## src/rtl/cam_cfg_seq_pkg.sv

```systemverilog
// ---------------------------------------------------------------------------
// cam_cfg_pkg
// Shared types and constants for the camera register-configuration sequencer.
//
// Contents:
//   cfg_state_e      - sequencer FSM states
//   CFG_END_MARK     - table word that terminates a pass
//   CFG_DELAY_TAG    - top byte that marks a delay command
//   CFG_DELAY_SHIFT  - left shift applied to a delay command's 16-bit count
//   CFG_TMR_W        - width of the shared wait/settle/watchdog counter
//   cfg_is_delay()   - true when a table word is a delay command
//   cfg_delay_cycles - wait length encoded in a delay command
// ---------------------------------------------------------------------------
package cam_cfg_pkg;

    typedef enum logic [3:0] {
        IDLE,
        SETTLE,
        FETCH,
        DECODE,
        WAIT_DONE,
        WAIT_CLR,
        DELAY,
        FINISH,
        ERROR
    } cfg_state_e;

    localparam logic [23:0] CFG_END_MARK    = 24'hFFFFFF;
    localparam logic [7:0]  CFG_DELAY_TAG   = 8'hFE;
    localparam int          CFG_DELAY_SHIFT = 10;

    // A 16-bit delay count shifted by 10 needs 26 bits.
    localparam int          CFG_TMR_W       = 26;

    function automatic logic cfg_is_delay(input logic [23:0] word);
        return word[23:16] == CFG_DELAY_TAG;
    endfunction

    function automatic logic [CFG_TMR_W-1:0] cfg_delay_cycles(input logic [23:0] word);
        return CFG_TMR_W'(word[15:0]) << CFG_DELAY_SHIFT;
    endfunction

endpackage

```

## src/rtl/cam_cfg_seq_if.sv

```systemverilog
// ---------------------------------------------------------------------------
// cam_cfg_seq_if
// Bus bundle between the configuration sequencer, its command table and the
// SCCB/I2C write engine.
//
// Signals:
//   rom_addr  [ADDR_W] table read address           (master -> slave)
//   rom_data  [24]     table word, 1 cycle after addr (slave -> master)
//   send_dat  [24]     word presented to the engine  (master -> slave)
//   sendit             level request to the engine   (master -> slave)
//   done               engine transfer complete      (slave -> master)
//   ack                slave acknowledged, valid while done=1 (slave -> master)
//
// Modports: master = sequencer side, slave = table + engine side.
// ---------------------------------------------------------------------------
interface cam_cfg_seq_if #(
    parameter int ADDR_W = 6
);

    logic [ADDR_W-1:0] rom_addr;
    logic [23:0]       rom_data;
    logic [23:0]       send_dat;
    logic              sendit;
    logic              done;
    logic              ack;

    modport master (
        output rom_addr,
        output send_dat,
        output sendit,
        input  rom_data,
        input  done,
        input  ack
    );

    modport slave (
        input  rom_addr,
        input  send_dat,
        input  sendit,
        output rom_data,
        output done,
        output ack
    );

endinterface

```

## src/rtl/cfg_wait_timer.sv

```systemverilog
// ---------------------------------------------------------------------------
// cfg_wait_timer
// Loadable down-counter with a zero flag. One instance is shared by the
// power-up settle wait, table delay commands and the optional watchdog,
// which never run at the same time.
//
// Ports:
//   clk       in   clock
//   rst       in   synchronous reset, active-high (count -> 0)
//   load      in   load load_val this cycle (wins over dec)
//   load_val  in   CFG_TMR_W  value to load
//   dec       in   decrement by one; holds at zero
//   zero      out  count is zero
// ---------------------------------------------------------------------------
module cfg_wait_timer
    import cam_cfg_pkg::*;
(
    input  logic                 clk,
    input  logic                 rst,
    input  logic                 load,
    input  logic [CFG_TMR_W-1:0] load_val,
    input  logic                 dec,
    output logic                 zero
);

    logic [CFG_TMR_W-1:0] cnt_q;

    always_ff @(posedge clk) begin
        if (rst) begin
            cnt_q <= '0;
        end else if (load) begin
            cnt_q <= load_val;
        end else if (dec && (cnt_q != '0)) begin
            cnt_q <= cnt_q - CFG_TMR_W'(1);
        end
    end

    assign zero = (cnt_q == '0);

endmodule

```

## src/rtl/cam_cfg_seq.sv

```systemverilog
// ---------------------------------------------------------------------------
// cam_cfg_seq
// Camera register-configuration sequencer. After a start pulse and a sensor
// power-up settle time, walks a 24-bit command table
// {slave_addr, reg_addr, data}, issuing each register write through the
// SCCB/I2C engine's level handshake, honouring delay commands (top byte FE)
// and retrying NACKed writes up to RETRY_MAX times. 24'hFFFFFF ends a pass;
// the walk also stops after NUM_REGS entries.
//
// Ports:
//   meg25      in   25 MHz system clock
//   rst        in   synchronous reset, active-high
//   start      in   single-cycle pulse, begins a pass (ignored unless idle)
//   bus        master modport of cam_cfg_seq_if (table + engine handshake)
//   busy       out  pass in progress
//   cfg_done   out  pass completed, sticky until next start/rst
//   cfg_err    out  pass aborted, sticky until next start/rst
//   err_index  out  ADDR_W  table index of the entry that failed
//
// Build option: define CFG_TIMEOUT_EN to add a watchdog on the engine
// handshake. A WAIT_DONE timeout counts as a NACK; a WAIT_CLR timeout aborts
// the pass. Without it the handshake waits indefinitely.
// ---------------------------------------------------------------------------
module cam_cfg_seq
    import cam_cfg_pkg::*;
#(
    parameter int NUM_REGS       = 64,
    parameter int ADDR_W         = 6,
    parameter int SETTLE_CYCLES  = 25000,
    parameter int RETRY_MAX      = 3,
    parameter int TIMEOUT_CYCLES = 65535
) (
    input  logic              meg25,
    input  logic              rst,
    input  logic              start,
    cam_cfg_seq_if.master     bus,
    output logic              busy,
    output logic              cfg_done,
    output logic              cfg_err,
    output logic [ADDR_W-1:0] err_index
);

    // One extra bit so the index can reach NUM_REGS when the table is full.
    localparam int IDX_W = ADDR_W + 1;
    localparam int RTY_W = $clog2(RETRY_MAX + 2);

    localparam logic [IDX_W-1:0]     IDX_LIM   = IDX_W'(NUM_REGS);
    localparam logic [RTY_W-1:0]     RETRY_LIM = RTY_W'(RETRY_MAX);
    // The timer runs load_val+1 cycles before its zero flag is seen.
    localparam logic [CFG_TMR_W-1:0] SETTLE_LD =
        CFG_TMR_W'((SETTLE_CYCLES > 0) ? SETTLE_CYCLES - 1 : 0);
`ifdef CFG_TIMEOUT_EN
    localparam logic [CFG_TMR_W-1:0] TMO_LD =
        CFG_TMR_W'((TIMEOUT_CYCLES > 0) ? TIMEOUT_CYCLES - 1 : 0);
`else
    localparam logic [CFG_TMR_W-1:0] TMO_LD = '0;
`endif

    if (2 ** ADDR_W < NUM_REGS) begin : g_bad_addr_w
        $error("cam_cfg_seq: ADDR_W too narrow for NUM_REGS");
    end
    if ((TIMEOUT_CYCLES < 1) || (TIMEOUT_CYCLES > 2 ** CFG_TMR_W)) begin : g_bad_timeout
        $error("cam_cfg_seq: TIMEOUT_CYCLES out of range");
    end

    cfg_state_e         state_q;
    logic [IDX_W-1:0]   index_q;
    logic [RTY_W-1:0]   retry_q;
    logic               ack_q;
    logic [ADDR_W-1:0]  rom_addr_q;
    logic [23:0]        send_dat_q;
    logic               sendit_q;
    logic               busy_q;
    logic               cfg_done_q;
    logic               cfg_err_q;
    logic [ADDR_W-1:0]  err_index_q;

    logic [IDX_W-1:0]     idx_nxt;
    logic                 tmr_load;
    logic                 tmr_dec;
    logic [CFG_TMR_W-1:0] tmr_val;
    logic                 tmr_zero;

    function automatic logic [IDX_W-1:0] idx_inc(input logic [IDX_W-1:0] idx);
        return (idx >= IDX_LIM) ? idx : idx + IDX_W'(1);
    endfunction

    assign idx_nxt = idx_inc(index_q);

    // Timer commands follow the FSM transitions: load on entry to a timed
    // state, count down while in it.
    always_comb begin
        tmr_load = 1'b0;
        tmr_dec  = 1'b0;
        tmr_val  = '0;
        case (state_q)
            IDLE: begin
                tmr_load = start;
                tmr_val  = SETTLE_LD;
            end
            SETTLE, DELAY: begin
                tmr_dec = 1'b1;
            end
            DECODE: begin
                tmr_load = 1'b1;
                tmr_val  = cfg_is_delay(bus.rom_data) ? cfg_delay_cycles(bus.rom_data) : TMO_LD;
            end
`ifdef CFG_TIMEOUT_EN
            WAIT_DONE: begin
                if (bus.done || tmr_zero) begin
                    tmr_load = 1'b1;
                    tmr_val  = TMO_LD;
                end else begin
                    tmr_dec = 1'b1;
                end
            end
            WAIT_CLR: begin
                if (!bus.done) begin
                    tmr_load = 1'b1;
                    tmr_val  = TMO_LD;
                end else begin
                    tmr_dec = 1'b1;
                end
            end
`endif
            default: ;
        endcase
    end

    cfg_wait_timer u_timer (
        .clk      (meg25),
        .rst      (rst),
        .load     (tmr_load),
        .load_val (tmr_val),
        .dec      (tmr_dec),
        .zero     (tmr_zero)
    );

    always_ff @(posedge meg25) begin
        if (rst) begin
            state_q     <= IDLE;
            index_q     <= '0;
            retry_q     <= '0;
            ack_q       <= 1'b0;
            rom_addr_q  <= '0;
            send_dat_q  <= '0;
            sendit_q    <= 1'b0;
            busy_q      <= 1'b0;
            cfg_done_q  <= 1'b0;
            cfg_err_q   <= 1'b0;
            err_index_q <= '0;
        end else begin
            case (state_q)
                IDLE: begin
                    if (start) begin
                        cfg_done_q <= 1'b0;
                        cfg_err_q  <= 1'b0;
                        retry_q    <= '0;
                        index_q    <= '0;
                        busy_q     <= 1'b1;
                        state_q    <= SETTLE;
                    end
                end
                SETTLE: begin
                    if (tmr_zero) begin
                        rom_addr_q <= index_q[ADDR_W-1:0];
                        state_q    <= FETCH;
                    end
                end
                // rom_addr was set on entry; the word is valid next cycle.
                FETCH: begin
                    state_q <= DECODE;
                end
                DECODE: begin
                    if ((bus.rom_data == CFG_END_MARK) || (index_q == IDX_LIM)) begin
                        state_q <= FINISH;
                    end else if (cfg_is_delay(bus.rom_data)) begin
                        state_q <= DELAY;
                    end else if (!bus.done) begin
                        // Hold here if the engine still shows done from an
                        // aborted transfer, so sendit never rises over done.
                        send_dat_q <= bus.rom_data;
                        sendit_q   <= 1'b1;
                        state_q    <= WAIT_DONE;
                    end
                end
                WAIT_DONE: begin
                    if (bus.done) begin
                        ack_q    <= bus.ack;
                        sendit_q <= 1'b0;
                        state_q  <= WAIT_CLR;
                    end
`ifdef CFG_TIMEOUT_EN
                    else if (tmr_zero) begin
                        ack_q    <= 1'b0;
                        sendit_q <= 1'b0;
                        state_q  <= WAIT_CLR;
                    end
`endif
                end
                WAIT_CLR: begin
                    if (!bus.done) begin
                        if (ack_q) begin
                            index_q    <= idx_nxt;
                            rom_addr_q <= idx_nxt[ADDR_W-1:0];
                            retry_q    <= '0;
                            state_q    <= FETCH;
                        end else if (retry_q < RETRY_LIM) begin
                            // send_dat still holds the failed word.
                            retry_q  <= retry_q + RTY_W'(1);
                            sendit_q <= 1'b1;
                            state_q  <= WAIT_DONE;
                        end else begin
                            state_q <= ERROR;
                        end
                    end
`ifdef CFG_TIMEOUT_EN
                    else if (tmr_zero) begin
                        state_q <= ERROR;
                    end
`endif
                end
                DELAY: begin
                    if (tmr_zero) begin
                        index_q    <= idx_nxt;
                        rom_addr_q <= idx_nxt[ADDR_W-1:0];
                        state_q    <= FETCH;
                    end
                end
                FINISH: begin
                    cfg_done_q <= 1'b1;
                    busy_q     <= 1'b0;
                    state_q    <= IDLE;
                end
                ERROR: begin
                    cfg_err_q   <= 1'b1;
                    err_index_q <= index_q[ADDR_W-1:0];
                    busy_q      <= 1'b0;
                    state_q     <= IDLE;
                end
                default: begin
                    state_q <= IDLE;
                end
            endcase
        end
    end

    assign bus.rom_addr = rom_addr_q;
    assign bus.send_dat = send_dat_q;
    assign bus.sendit   = sendit_q;
    assign busy         = busy_q;
    assign cfg_done     = cfg_done_q;
    assign cfg_err      = cfg_err_q;
    assign err_index    = err_index_q;

endmodule

```

## src/flat_wrapper.sv

```systemverilog
// flat-port wrapper written by rule: the top's interface ports become plain ports
module cam_cfg_seq_flat import cam_cfg_pkg::*;
#(
    parameter int NUM_REGS       = 64,
    parameter int ADDR_W         = 6,
    parameter int SETTLE_CYCLES  = 25000,
    parameter int RETRY_MAX      = 3,
    parameter int TIMEOUT_CYCLES = 65535
)
  (meg25, rst, start, busy, cfg_done, cfg_err, err_index, bus_rom_addr, bus_send_dat, bus_sendit, bus_rom_data, bus_done, bus_ack);
  cam_cfg_seq_if #(.ADDR_W(ADDR_W)) bus_i ();
  input  logic meg25;
  input  logic rst;
  input  logic start;
  output logic busy;
  output logic cfg_done;
  output logic cfg_err;
  output logic [ADDR_W-1:0] err_index;
  output wire logic [$bits(bus_i.rom_addr)-1:0] bus_rom_addr;
  output wire logic [$bits(bus_i.send_dat)-1:0] bus_send_dat;
  output wire logic [$bits(bus_i.sendit)-1:0] bus_sendit;
  input wire logic [$bits(bus_i.rom_data)-1:0] bus_rom_data;
  input wire logic [$bits(bus_i.done)-1:0] bus_done;
  input wire logic [$bits(bus_i.ack)-1:0] bus_ack;
  assign bus_rom_addr = bus_i.rom_addr;
  assign bus_send_dat = bus_i.send_dat;
  assign bus_sendit = bus_i.sendit;
  assign bus_i.rom_data = bus_rom_data;
  assign bus_i.done = bus_done;
  assign bus_i.ack = bus_ack;
  cam_cfg_seq #(.NUM_REGS(NUM_REGS), .ADDR_W(ADDR_W), .SETTLE_CYCLES(SETTLE_CYCLES), .RETRY_MAX(RETRY_MAX), .TIMEOUT_CYCLES(TIMEOUT_CYCLES)) u_core (.meg25(meg25), .rst(rst), .start(start), .bus(bus_i), .busy(busy), .cfg_done(cfg_done), .cfg_err(cfg_err), .err_index(err_index));
endmodule
```

## config.mk

```make
export PLATFORM = sky130hd
export DESIGN_NAME = cam_cfg_seq_flat
export DESIGN_NICKNAME = d
export VERILOG_FILES = /design/src/rtl/cam_cfg_seq_pkg.sv /design/src/rtl/cam_cfg_seq_if.sv /design/src/rtl/cfg_wait_timer.sv /design/src/rtl/cam_cfg_seq.sv /design/src/flat_wrapper.sv
export SDC_FILE = /design/constraint.sdc
export NUM_CORES = 1
export LEC_CHECK = 0
export ABC_AREA = 1
export BUFFER_PORTS_ARGS = -buffer_cell sky130_fd_sc_hd__buf_2
export CORE_ASPECT_RATIO = 0.9
export CORE_MARGIN = 2
export CORE_UTILIZATION = 45
export CTS_CLUSTER_SIZE = 30
export DETAILED_ROUTE_END_ITERATION = 8
export PLACE_DENSITY = 0.7
export RECOVER_POWER = 100
export SETUP_SLACK_MARGIN = 0.4
export SLEW_MARGIN = 25
export SYNTH_ARGS = -nofsm -noshare
export SYNTH_HDL_FRONTEND = slang
export SYNTH_SLANG_ARGS = --single-unit
```

## constraint.sdc

```tcl
create_clock -name meg25 -period 2.3 [get_ports meg25]
set_clock_uncertainty 0.05 [all_clocks]
set_input_delay 0.345 -clock meg25 [delete_from_list [all_inputs] [get_ports meg25]]
set_output_delay 0.345 -clock meg25 [all_outputs]
set_load 0.02 [all_outputs]
```

Word-level counts from Yosys, hierarchy flattened
Cells that the tools add are included.
{"block": "word_totals", "wordCells": 115, "input_bits": 29, "output_inout_bits": 40, "regBits": 81}
{"block": "classes", "addsub": 3, "n_bitwise": 3, "order_cmp": 2, "mux": 45, "reduce_logical": 25, "eq_ne": 25}
{"op": "$mux 26", "n": 3}
{"op": "$pmux 26 s2", "n": 1}
{"op": "$mux 4", "n": 9}
{"op": "$mux 7", "n": 5}
{"op": "$logic_not 26->1", "n": 1}
{"op": "$reduce_bool 26->1", "n": 1}
{"op": "$sub 26x1->26 const B", "n": 1}
{"op": "$eq 24x24->1 const B", "n": 1}
{"op": "$mux 6", "n": 4}
{"op": "$pmux 4 s6", "n": 1}
{"op": "$pmux 7 s3", "n": 1}
{"op": "$pmux 6 s3", "n": 1}
{"op": "$eq 4x3->1 const B", "n": 4}
{"op": "$reduce_and 5->1", "n": 3}
{"op": "$ne 2x2->1 const B", "n": 7}
{"op": "$mux 3", "n": 4}
{"op": "$mux 1", "n": 10}
{"op": "$ne 2x1->1 const B", "n": 5}
{"op": "$reduce_bool 2->1", "n": 5}
{"op": "$reduce_bool 3->1", "n": 3}
{"op": "$eq 4x2->1 const B", "n": 2}
{"op": "$eq 8x8->1 const B", "n": 1}
{"op": "$pmux 1 s2", "n": 4}
{"op": "$reduce_and 2->1", "n": 4}
{"op": "other kinds (18)", "n": 22}

Logic depth before layout (Yosys ltp)
Gate-level depths: netlist of the first run.
{"block": "logic_depth", "word_depth": 6, "depth_mapped": 14, "mapped_depth_nobuf": 13}

Cells and area by module
From an unflattened synthesis of the first run, not the netlist that was laid out.
{"block": "hier_totals", "cells_unflattened": 764, "area_unflattened_um2": 4762.1}
{"module": "cam_cfg_seq", "seq_area_each_um2": 1101.1, "cells_each": 407, "instances": 1, "area_per_inst_um2": 2742.6}
{"module": "cfg_wait_timer", "seq_area_each_um2": 520.5, "cells_each": 357, "instances": 1, "area_per_inst_um2": 2019.4}

Least setup slack after synthesis of the first run
Ideal clock, no wire load.
{"block": "synth_path", "path_kind": "reg-to-reg", "from": "register u_core.u_timer.cnt_q[0]", "to": "register u_core.u_timer.cnt_q[7]", "required_time_ps": 2130, "stages_incl_launch_ff": 14, "path_buffers": 2, "t_arrival_ps": 1557, "slack_ps": 573, "cell_sequence": "dfxtp_1 inv_1 ha_1 nand2_1 nor2_2 nand2_2 inv_2 nand2_2 nand2_4 nand2_4 buf_6 buf_6 o21ai_0 a21oi_1"}
{"block": "synth_via", "elab_chain_cells": 3, "word_cells_on_any_way": 6, "cone_classes": "1 x add/sub; 2 x mux; 3 x reduce/logical"}
{"element": "start: declaration", "line_no": "cfg_wait_timer.sv:26", "source": "logic [CFG_TMR_W-1:0] cnt_q;"}
{"element": "start signal: assignment", "line_no": "cfg_wait_timer.sv:32", "source": "cnt_q <= load_val;"}
{"element": "start signal: assignment", "line_no": "cfg_wait_timer.sv:34", "source": "cnt_q <= cnt_q - CFG_TMR_W'(1);"}
{"element": "$sub 26x1->26 or $reduce_bool 26->1 (tied branches)", "line_no": "cfg_wait_timer.sv:34, cfg_wait_timer.sv:33"}
{"element": "$mux 26 or $logic_and 1x1->1 (tied branches)", "line_no": "cfg_wait_timer.sv:33", "source": "end else if (dec && (cnt_q != '0)) begin"}
{"element": "$mux 26 or $reduce_bool 2->1 (tied branches)"}
Parallel ways exist; a longest one is shown, timed or not. The select of a mux whose other input is x is not followed.
A chain may end at the register's enable or synchronous reset.

Final worst setup path of the first run
{"block": "layout_path", "from": "register u_core.u_timer.cnt_q[1]", "to": "register u_core.u_timer.cnt_q[10]"}
The elaborated chain is that of the path after synthesis.

==> results.py, run 1 <==
metrics = {
    "synth": {
        "synth_area_per_cell_um2": 6.594,
        "synth.area.top_cells": "dfxtp_1 37%, nand2_1 12%, nor2_1 9.2%",
        "yosys_register_bits": 81,
        "syn_nets": 691,
        "yosys-top-cells-count": "141 x nand2_1, 106 x nor2_1, 81 x dfxtp_1",
        "ys_types": 33,
        "synth_adder_area_share": 0.01153,
        "synth_edf_count": 0,
        "yosys.area.top_type": "dfxtp_1",
        "synth.area.mux_share": 0,
        "synth-seq-area-share": 0.3737,
        "synth_compound_area_frac": 0.1623,
        "synth_top_area_frac": 0.3737,
        "synth-async-reset-ratio": 0,
        "yosysWarnings": 0,
        "syn_area_mm2": 0.004339,
        "synth-simple-area-share": 0.3509,
        "synthCells": 658,
        "yosys.cell_count.top_type": "nand2_1",
        "synth_top_family_by_area": "simple AND/OR/NAND/NOR gates",
        "ys.flop_type": "dfxtp_1",
        "synth_xor_area_frac": 0.02220,
    },
    "timing": {
        "max_slew_margin": 0.6781,
        "fin_crit_sh": 0.8601,
        "layout_min_cycle_time_ns": 1.978,
        "final_hold_viol_count": 0,
        "final-setup-viol-count": 0,
        "max_freq_mhz": 505.5,
        "tns_ns": 0,
        "worst_pin_slew_ns": 0.4828,
        "slew_viol_final": 0,
        "rsz0062_at_grt": "true",
    },
    "cells_and_area": {
        "diodes": 0,
        "fin_nets": 764,
        "fin_util": 0.5533,
        "final_area_mm2": 0.005117,
        "instances_no_fill": 858,
        "area_growth_pct": 17.94,
        "layout-drive-gt1-share": 0.1535,
    },
    "route": {
        "drtPass1Iterations": 4,
        "vias": 4507,
        "ant_nets": 0,
        "route.detailed.wl_per_inst_um": 13.88,
        "routed_wl_um": 11910,
        "drc_errors": 0,
        "routed_via_density": 5.253,
        "drt-initial-drc-count": 215,
    },
    "setup_path": {
        "cp_data_arrival_time_ns": 2.19,
        "reg2reg_depth": 12,
        "cp-start-kind": "register",
        "r2r_start": "u_core.u_timer.cnt_q[1]",
        "reg2reg_to": "u_core.u_timer.cnt_q[10]",
        "worst-setup-path-type": "reg2reg",
        "worst-r2r-setup-slack_ns": 0.32,
        "cp_max_fo": 16,
        "endpoint_kind": "register",
        "critPathRequiredTime_ns": 2.51,
    },
    "clocking": {
        "path_clk_slew_ns": 0.08,
        "clock_latency_ns": 0.37,
        "ctsRootBufferMaster": "clkbuf_8",
        "cts.sinks": 81,
        "cts_buffer_depth": 2,
        "numCtsBuffers": 9,
        "htree_levels": 3,
        "hold_buffers": 0,
        "cts_tree": "done",
    },
    "floorplanning": {
        "row_count": 33,
        "dieHeight_um": 97.16,
        "dieArea_mm2": 0.01045,
        "coreArea_mm2": 0.009249,
        "initial_core_util": 0.4692,
        "die_w_um": 107.5,
        "ios": 69,
    },
    "placed_design": {
        "gp_congestion": 0.8992,
        "dpl.cell_count": 834,
        "placed_area_mm2": 0.004765,
        "hpwlAfterDp_um": 8662,
        "io_buffers": 68,
    },
    "power": {
        "leakage_uw": 0.002119,
        "peakVddDrop_mv": 0.5556,
        "powerDensity_mw_per_mm2": 1222,
    },
    "global_route": {
        "grt_pass1_wl_um": 19600,
        "grt_max_degree": 33,
        "grt_antenna_before_repair": 0,
        "grt_pass1_vias": 4221,
        "grt_overflow_total": 0,
        "track_usage": 0.2282,
    },
    "min_path": {
        "hp-class": "in2reg",
        "worstHoldStart": "bus_ack",
        "whs_path_depth": 3,
        "holdPathEnd": "u_core.ack_q",
    },
    "run_status": {
        "outcome": "finished clean",
    },
    "job": {
        "maxCapViolCount": 0,
    },
}
## flip-flops by register name, indices dropped and copies added (netlist names)
signal and flops:
u_core.bus.send_dat 24, u_core.cfg_err 1, u_core.err_index 6, u_core.retry_q 3, u_core.state_q 4, u_core.bus.sendit 1, u_core.cfg_done 1, u_core.busy 1
u_core.u_timer.cnt_q 26, u_core.ack_q 1, u_core.bus.rom_addr 6, u_core.index_q 7
## worst max-delay path, cell delays in order (launching register included)
cell	delay, ns
dfxtp_1	0.32
inv_1	0.11
ha_4	0.16
nand2_2	0.08
nor2_4	0.12
nand2_2	0.08
inv_2	0.05
nand2_2	0.05
nand2_1	0.28
nand2_8	0.16
buf_12	0.18
o21ai_0	0.15
nor2_1	0.06
## cell families after synthesis
kind of cell	count (synthesis)
compound gates	136
flops	81
xor+xnor	11
buf+inv	78
simple gates	348
fa+ha+maj	4
## cells in the final DEF, fill, tap and decap left out, types with 2 or more instances in the layout
cell type   count
dfxtp_2         5
nor3_1          7
nand2_2         9
buf_4          13
o21ai_0        38
nand2_4         2
a21oi_1        76
clkbuf_8        9
nand3_1        58
nand2_1       137
o21ai_1        10
buf_6           2
nor2_2         11
buf_2          28
ha_1            3
clkinvlp_4      2
a21o_1          2
nor2_4          7
nand4_1         7
nor3_2          5
xor2_1          6
clkbuf_1       42
inv_6           2
o21bai_1        4
inv_1          47
a31oi_1         3
nand3b_1        3
nor2_1         96
dfxtp_1        76
xnor2_1         5
inv_2           5
## worst max-delay path by stage
stage,from,cells past startpoint,to
3_5_place_dp,u_core.u_timer.cnt_q[0],12,u_core.u_timer.cnt_q[2]
3_3_place_gp,u_core.u_timer.cnt_q[0],11,u_core.bus.rom_addr[4]
6_report,u_core.u_timer.cnt_q[1],12,u_core.u_timer.cnt_q[10]
2_1_floorplan,u_core.u_timer.cnt_q[0],13,u_core.u_timer.cnt_q[7]
4_1_cts,u_core.u_timer.cnt_q[0],12,u_core.u_timer.cnt_q[2]
5_1_grt,u_core.u_timer.cnt_q[9],11,u_core.u_timer.cnt_q[10]
## per-layer routing
| layer | vias up | routed length, um | global-route usage |
|---|---|---|---|
| li1 | 2300 | - | - |
| met1 | 2085 | 5398 | 0.3053 |
| met2 | 109 | 5784 | 0.3774 |
| met3 | 13 | 578 | 0.04427 |
| met4 | 0 | 149 | 0.05621 |
| met5 | - | 0 | 0 |
## area by class of cell
| class | count | area, um^2 |
|---|---|---|
| timing repair buffer | 85 | 434.2 |
| clock buffer | 10 | 127.6 |
| multi-input combinational | 499 | 2486 |
| fill | 949 | 4131 |
| clock inverter | 6 | 67.56 |
| tap | 122 | 152.6 |
| inverter | 55 | 221.5 |
| sequential | 81 | 1628 |
## per-stage QoR
step / total power [uW] / hold WS (ns) / worst slack, ns
floorplan: 4266 / 0.3876 / 0.5730
global placement: 4777 / 0.3986 / 0.3141
detailed placement: 4840 / 0.4058 / 0.2623
CTS: 5967 / 0.1774 / 0.3587
global route: 6785 / 0.1990 / 0.1829
finish: 6251 / 0.1924 / 0.3217
## power by group
group / leakage (uW) / internal (uW) / switching, uW
logic: 0.00137 / 1120 / 2060
registers: 0.000661 / 1700 / 309
clock network: 0.0000929 / 505 / 550
total: 0.00212 / 3330 / 2920
## what timing repair did
action | in CTS | in global routing
gates resized for setup | 10 | 46
endpoints found under the setup margin | 58 | 64
setup buffers | 0 | 8
pin swaps | 0 | 11
No activity file was read; power rests on OpenSTA's default activity.
==> inputs of run 2 (changes only) <==
--- a/config.mk
+++ b/config.mk
@@ -5,14 +5,13 @@
 export SDC_FILE = /design/constraint.sdc
 export NUM_CORES = 1
 export LEC_CHECK = 0
-export ABC_AREA = 1
 export BUFFER_PORTS_ARGS = -buffer_cell sky130_fd_sc_hd__buf_2
 export CORE_ASPECT_RATIO = 0.9
 export CORE_MARGIN = 2
 export CORE_UTILIZATION = 45
 export CTS_CLUSTER_SIZE = 30
 export DETAILED_ROUTE_END_ITERATION = 8
-export PLACE_DENSITY = 0.7
+export PLACE_DENSITY = 0.69
 export RECOVER_POWER = 100
 export SETUP_SLACK_MARGIN = 0.4
 export SLEW_MARGIN = 25
==> run 2 against run 1 <==
  * Global-route usage rose by 5.0 points
  * Largest cell class unchanged
  * Register-to-register slack got worse by 0.14 ns
  * Highest routed layer unchanged
  * Clock-buffer cell count increased by 3
  * Flip-flop and latch count stayed put
  * Setup slack worse by 0.14 ns
  * Die area increased by 5.2%
==> results.py, run 2 <==
metrics = {
    "cells_and_area": {
        "final_area_mm2": 0.006252,
        "fill_cells": 840,
        "final_common_cell": "dfxtp_1",
        "layout-drive-gt1-share": 0.2987,
        "regMostFlops": "u_core.u_timer.cnt_q",
        "area_growth_pct": 36.72,
        "layout_common_cells": "71 x dfxtp_1, 55 x buf_4, 51 x clkbuf_1",
        "diodes": 0,
        "instances_no_fill": 809,
        "register_area_mm2": 0.001652,
        "multi_input_area_mm2": 0.003065,
        "fin_util": 0.6390,
        "largest_reg_flops": 26,
        "fin_nets": 712,
    },
    "synth": {
        "synth-async-reset-ratio": 0,
        "yosysWarnings": 0,
        "syn_nets": 592,
        "synth-seq-area-share": 0.3546,
        "yosys.cell_count.top_type": "dfxtp_1",
        "ys.flop_type": "dfxtp_1",
        "synthCells": 559,
        "synth.area.top_cells": "dfxtp_1 35%, a21oi_1 5.8%, nand3_1 3.8%",
        "yosys-top-cells-count": "81 x dfxtp_1, 53 x a21oi_1, 35 x nand3_1",
        "synth_edf_count": 0,
        "syn_area_mm2": 0.004573,
        "yosys.area.top_type": "dfxtp_1",
        "synth_area_per_cell_um2": 8.181,
        "yosys_register_bits": 81,
        "synth_top_area_frac": 0.3546,
        "ys_types": 82,
    },
    "floorplanning": {
        "die_w_um": 110.3,
        "initial_core_util": 0.4674,
        "dieHeight_um": 99.64,
        "coreArea_mm2": 0.009784,
        "row_count": 34,
        "ios": 69,
        "dieArea_mm2": 0.01099,
    },
    "setup_path": {
        "crit_chain": "or3b_1, a21oi_4, buf_6, clkbuf_1, o21a_4, buf_8, o22ai_2, a32o_1",
        "cp_max_fo": 7,
        "endpoint_kind": "register",
        "worst_path_max_delay_cell": "or3b_1",
        "reg2reg_depth": 8,
        "r2r_start": "u_core.state_q[0]",
        "cp-start-kind": "register",
        "critPathBufInv": 3,
        "worst-r2r-setup-slack_ns": 0.18,
        "cp_num_cells": 8,
        "worst-setup-path-type": "reg2reg",
        "critPathTopFamily": "compound AO/OA/AOI/OAI gates",
        "cp_data_arrival_time_ns": 2.29,
        "max_stage_delay_ns": 0.41,
        "critPathRequiredTime_ns": 2.47,
        "reg2reg_to": "u_core.u_timer.cnt_q[2]",
    },
    "timing": {
        "layout_min_cycle_time_ns": 2.118,
        "tns_ns": 0,
        "max_slew_margin": 0.6266,
        "fin_crit_sh": 0.9207,
        "final-setup-viol-count": 0,
        "whs_ns": 0.1924,
        "max_freq_mhz": 472.3,
        "slew_viol_final": 0,
        "worst_pin_slew_ns": 0.5555,
        "final_hold_viol_count": 0,
        "rsz0062_at_grt": "true",
    },
    "clocking": {
        "cts_tree": "done",
        "ctsRootBufferMaster": "clkbuf_16",
        "numCtsBuffers": 9,
        "htree_levels": 3,
        "path_clk_slew_ns": 0.06,
        "cts_buffer_depth": 2,
        "clock_latency_ns": 0.34,
        "hold_buffers": 0,
        "cts.sinks": 81,
    },
    "power": {
        "switchingPower_uw": 3036,
        "powerDensity_mw_per_mm2": 1188,
        "clkPwrFrac": 0.197,
        "p_int_uw": 4393,
        "peakVddDrop_mv": 0.6636,
        "p_comb_frac": 0.552,
        "seqPwrFrac": 0.251,
        "leakage_uw": 0.002306,
        "p_sw_frac": 0.4087,
    },
    "global_route": {
        "grt_pass1_wl_um": 23990,
        "track_usage": 0.2779,
        "grt_antenna_before_repair": 0,
        "grt_overflow_total": 0,
        "grt_pass1_vias": 4859,
        "grt_max_degree": 39,
    },
    "placed_design": {
        "hpwlAfterDp_um": 9742,
        "placed_area_mm2": 0.005250,
        "io_buffers": 68,
        "gp_congestion": 0.9244,
        "dpl.cell_count": 749,
    },
    "route": {
        "drtPass1Iterations": 5,
        "vias": 5169,
        "routed_via_density": 6.389,
        "ant_nets": 0,
        "routed_wl_um": 15760,
        "route.detailed.wl_per_inst_um": 19.48,
        "drc_errors": 0,
        "drt-initial-drc-count": 440,
    },
    "run_status": {
        "outcome": "finished clean",
    },
    "job": {
        "maxCapViolCount": 0,
    },
    "min_path": {
        "hp-class": "in2reg",
        "whs_path_depth": 3,
        "holdPathEnd": "u_core.ack_q",
        "worstHoldStart": "bus_ack",
    },
}
run 2: changes by cell type after synthesis, moves of 10 or more:
cell / change
nand2_1: -110
nor2_1: -76
inv_1: -32
a21oi_1: -24
nand3_1: -24
clkbuf_1: +16
and2_1: +13
nor4_1: +12
mux2i_1: +11
o21ai_1: -11
o22ai_1: +10
run 2: how the worst max path moves through the flow:
| stage | startpoint | end |
|---|---|---|
| 6_report | u_core.state_q[0] | u_core.u_timer.cnt_q[2] |
| 5_1_grt | u_core.state_q[0] | u_core.u_timer.cnt_q[2] |
| 4_1_cts | u_core.u_timer.cnt_q[18] | u_core.u_timer.cnt_q[25] |
| 3_5_place_dp | u_core.u_timer.cnt_q[12] | u_core.index_q[1] |
| 3_3_place_gp | u_core.u_timer.cnt_q[1] | u_core.state_q[0] |
| 2_1_floorplan | u_core.u_timer.cnt_q[18] | u_core.u_timer.cnt_q[25] |
run 2: cell type report:
cell class / count / share of cell area
multi-input combinational: 417 / 0.4903
sequential: 81 / 0.2642
timing repair buffer: 154 / 0.1619
clock buffer: 13 / 0.04163
tap: 126 / 0.02522
inverter: 16 / 0.01081
clock inverter: 2 / 0.006004
run 2: metrics by stage:
stage          power (uW)  worst slack (ns)
2_1_floorplan        3617            0.3852
3_3_place_gp         4447            0.2045
3_5_place_dp         4472            0.1229
4_1_cts              6635            0.2957
5_1_grt              7776            0.1263
6_report             7428            0.1825
run 2: tightest hold or removal path, cell delays in order:
cell	delay (ns)
buf_2	0.08
mux2i_1	0.06
nor2_1	0.07
run 2: cells by family after synthesis:
| logic type | Yosys count | share of synthesized area |
|---|---|---|
| adders and majority gates | 4 | 0.01094 |
| buffers and inverters | 61 | 0.05609 |
| AOI/OAI and AO/OA | 184 | 0.2741 |
| DFF | 81 | 0.3546 |
| muxes | 12 | 0.02654 |
| xor gates and xnor gates | 8 | 0.01532 |
| and+or+nand+nor | 209 | 0.2624 |
run 2: power groups by stage:
stage | clock [uW] | sequential (uW) | combinational [uW]
final | 1460 | 1870 | 4100
after global routing | 1540 | 1880 | 4360
after CTS | 1480 | 1790 | 3370
after detailed placement | 0 | 1800 | 2670
after global placement | 0 | 1790 | 2660
after floorplan | 0 | 1770 | 1850
run 2: layer usage:
layer	global-route usage	vias to the layer above	share of wire
met5	0	-	0
met4	0.1221	0	0.034
met3	0.05505	56	0.069
met2	0.4365	239	0.48
met1	0.3688	2513	0.42
li1	-	2361	-
run 2: what timing repair did:
| item | in CTS | in global routing |
|---|---|---|
| pin swaps | 19 | 38 |
| gates cloned | 1 | 0 |
| gates resized for setup | 64 | 78 |
| endpoints found under the setup margin | 66 | 73 |
| setup buffers | 24 | 20 |
==> inputs of run 3 (changes only) <==
==> constraint.sdc (replaced) <==
create_clock -name meg25 -period 2 [get_ports meg25]
set_clock_uncertainty 0.05 [all_clocks]
set_input_delay 0.3 -clock meg25 [delete_from_list [all_inputs] [get_ports meg25]]
set_output_delay 0.3 -clock meg25 [all_outputs]
set_load 0.02 [all_outputs]
==> run 3 against run 2 <==
  * The run now ends with setup timing left
  * Hold slack worse by 0.029 ns
  * Power up 38%
  * Register-to-register slack worse by 0.26 ns
  * Core utilization up 15 points
  * Via count up 17%
  * Routed wire length up 38%
  * Setup slack worse by 0.26 ns
  * First-iteration DRC count up 99%
  * Design area up 24%
  * Final cell count up 6.9%
  * Flip-flop and latch count unchanged
  * Critical path type unchanged
==> results.py, run 3 (synthesis results as in run 2) <==
metrics = {
    "timing": {
        "max_freq_mhz": 480.3,
        "max_slew_margin": 0.5137,
        "fin_crit_sh": 1.041,
        "final_hold_viol_count": 0,
        "finalWorstSetupSlack_ns": -0.08189,
        "rsz0062_at_grt": "true",
        "slew_viol_final": 0,
        "final-setup-viol-count": 23,
        "worst_pin_slew_ns": 0.7295,
        "layout_min_cycle_time_ns": 2.082,
    },
    "clocking": {
        "htree_levels": 3,
        "cts.sinks": 81,
        "clock_latency_ns": 0.36,
        "ctsRootBufferMaster": "clkbuf_16",
        "cts_buffer_depth": 2,
        "cts_tree": "done",
        "hold_buffers": 0,
        "numCtsBuffers": 9,
        "path_clk_slew_ns": 0.07,
    },
    "setup_path": {
        "cp_max_fo": 6,
        "cp-start-kind": "register",
        "critPathRequiredTime_ns": 2.19,
        "r2r_start": "u_core.u_timer.cnt_q[0]",
        "worst-r2r-setup-slack_ns": -0.08,
        "reg2reg_depth": 9,
        "worst-setup-path-type": "reg2reg",
        "reg2reg_to": "u_core.u_timer.cnt_q[13]",
        "endpoint_kind": "register",
        "cp_data_arrival_time_ns": 2.27,
    },
    "route": {
        "drtPass1Iterations": 5,
        "maxUsedRoutingLayer": "met4",
        "wl_met2_um": 10300,
        "route.detailed.wl_per_inst_um": 25.12,
        "vias": 6061,
        "drc_errors": 0,
        "routed_wl_um": 21730,
        "ant_nets": 0,
        "routed_via_density": 7.007,
        "drt-initial-drc-count": 874,
        "wl_met1_um": 8142,
        "wl_met3_um": 2143,
    },
    "floorplanning": {
        "ios": 69,
        "row_count": 34,
        "dieArea_mm2": 0.01099,
        "initial_core_util": 0.4674,
        "die_w_um": 110.3,
        "dieHeight_um": 99.64,
        "coreArea_mm2": 0.009784,
    },
    "power": {
        "leakage_uw": 0.002836,
        "peakVddDrop_mv": 0.9931,
        "powerDensity_mw_per_mm2": 1323,
    },
    "cells_and_area": {
        "regMostFlops": "u_core.u_timer.cnt_q",
        "layout-drive-gt1-share": 0.5156,
        "register_area_mm2": 0.001653,
        "fin_util": 0.7926,
        "layout_common_cells": "82 x buf_4, 68 x dfxtp_1, 41 x clkbuf_1",
        "final_area_mm2": 0.007755,
        "fill_cells": 580,
        "largest_reg_flops": 26,
        "multi_input_area_mm2": 0.003877,
        "instances_no_fill": 865,
        "final_common_cell": "buf_4",
        "fin_nets": 767,
        "area_growth_pct": 69.58,
        "diodes": 0,
    },
    "job": {
        "maxCapViolCount": 0,
    },
    "min_path": {
        "whs_path_depth": 3,
        "worstHoldStart": "bus_rom_data[23]",
        "holdPathEnd": "u_core.bus.send_dat[23]",
        "hp-class": "in2reg",
    },
    "global_route": {
        "grt_overflow_total": 0,
        "grt_max_degree": 33,
        "grt_pass1_wl_um": 27770,
        "track_usage": 0.3225,
        "grt_antenna_before_repair": 1,
        "grt_pass1_vias": 5283,
    },
    "placed_design": {
        "place_worst_setup_slack_ns": -0.05032,
        "placed_area_mm2": 0.005732,
        "gp_congestion": 0.9005,
        "hpwlAfterDp_um": 10400,
        "io_buffers": 68,
        "dpl.cell_count": 772,
    },
    "run_status": {
        "outcome": "complete, but fails checks",
        "violations": "setup timing",
    },
}
-- run 3: cell count changes in the layout (fill, tap and decap cells not counted), moves of 10 or more --
cell,change
buf_4,+27
nand3_2,+20
buf_6,+24
a21oi_2,+20
clkbuf_1,-10
o21ai_0,-11
o21ai_2,+11
nand3_1,-23
a21oi_1,-23
o21ai_4,+10
-- run 3: how the worst max path moves through the flow --
stage | start | cells past startpoint | to
after floorplan | u_core.u_timer.cnt_q[18] | 5 | u_core.u_timer.cnt_q[25]
after global placement | u_core.state_q[1] | 7 | u_core.u_timer.cnt_q[0]
after detailed placement | u_core.state_q[1] | 7 | u_core.u_timer.cnt_q[0]
after CTS | u_core.u_timer.cnt_q[21] | 5 | u_core.u_timer.cnt_q[25]
after global routing | u_core.state_q[0] | 5 | u_core.index_q[0]
final | u_core.u_timer.cnt_q[0] | 9 | u_core.u_timer.cnt_q[13]
-- run 3: timing repair --
action / 4_1_cts / 5_1_grt
resized for setup: 121 / 127
setup endpoints to repair: 80 / 81
setup buffers: 38 / 29
pin swaps: 62 / 59
gates cloned: 9 / 1
-- run 3: worst max-delay path, stage by stage, from the launching register on --
cell	delay, ns
dfxtp_4	0.36
inv_4	0.08
ha_4	0.13
nor2b_4	0.21
nand4_4	0.19
buf_4	0.21
o21ai_4	0.25
buf_6	0.19
nor2_4	0.04
o31a_1	0.24
-- run 3: per-layer routing --
layer  vias to the layer above  global-route usage
met1                      2928              0.4347
met4                         0              0.1144
li1                       2494                   -
met3                       143             0.07012
met5                         -                   0
met2                       496              0.5078
-- run 3: cell type report --
type / count / area share
Clock buffer: 10 / 0.03082
Clock inverter: 6 / 0.005486
Inverter: 16 / 0.008712
Multi-Input combinational cell: 418 / 0.5000
Sequential cell: 81 / 0.2131
Tap cell: 126 / 0.02033
Timing Repair Buffer: 208 / 0.2215
-- run 3: report_power, final --
group	internal, uW	switching [uW]
logic	3020	3460
registers	1830	293
clock network	878	770
total	5730	4530
-- run 3: per-stage QoR --
stage | hold WS, ns | total power (uW) | setup TNS [ns]
final | 0.1637 | 10260 | -0.7315
after global routing | 0.1723 | 10560 | -3.338
after CTS | 0.1489 | 8769 | 0
after detailed placement | 0.4175 | 5653 | -0.06157
after global placement | 0.4000 | 5557 | -0.007564
after floorplan | 0.3773 | 4481 | 0
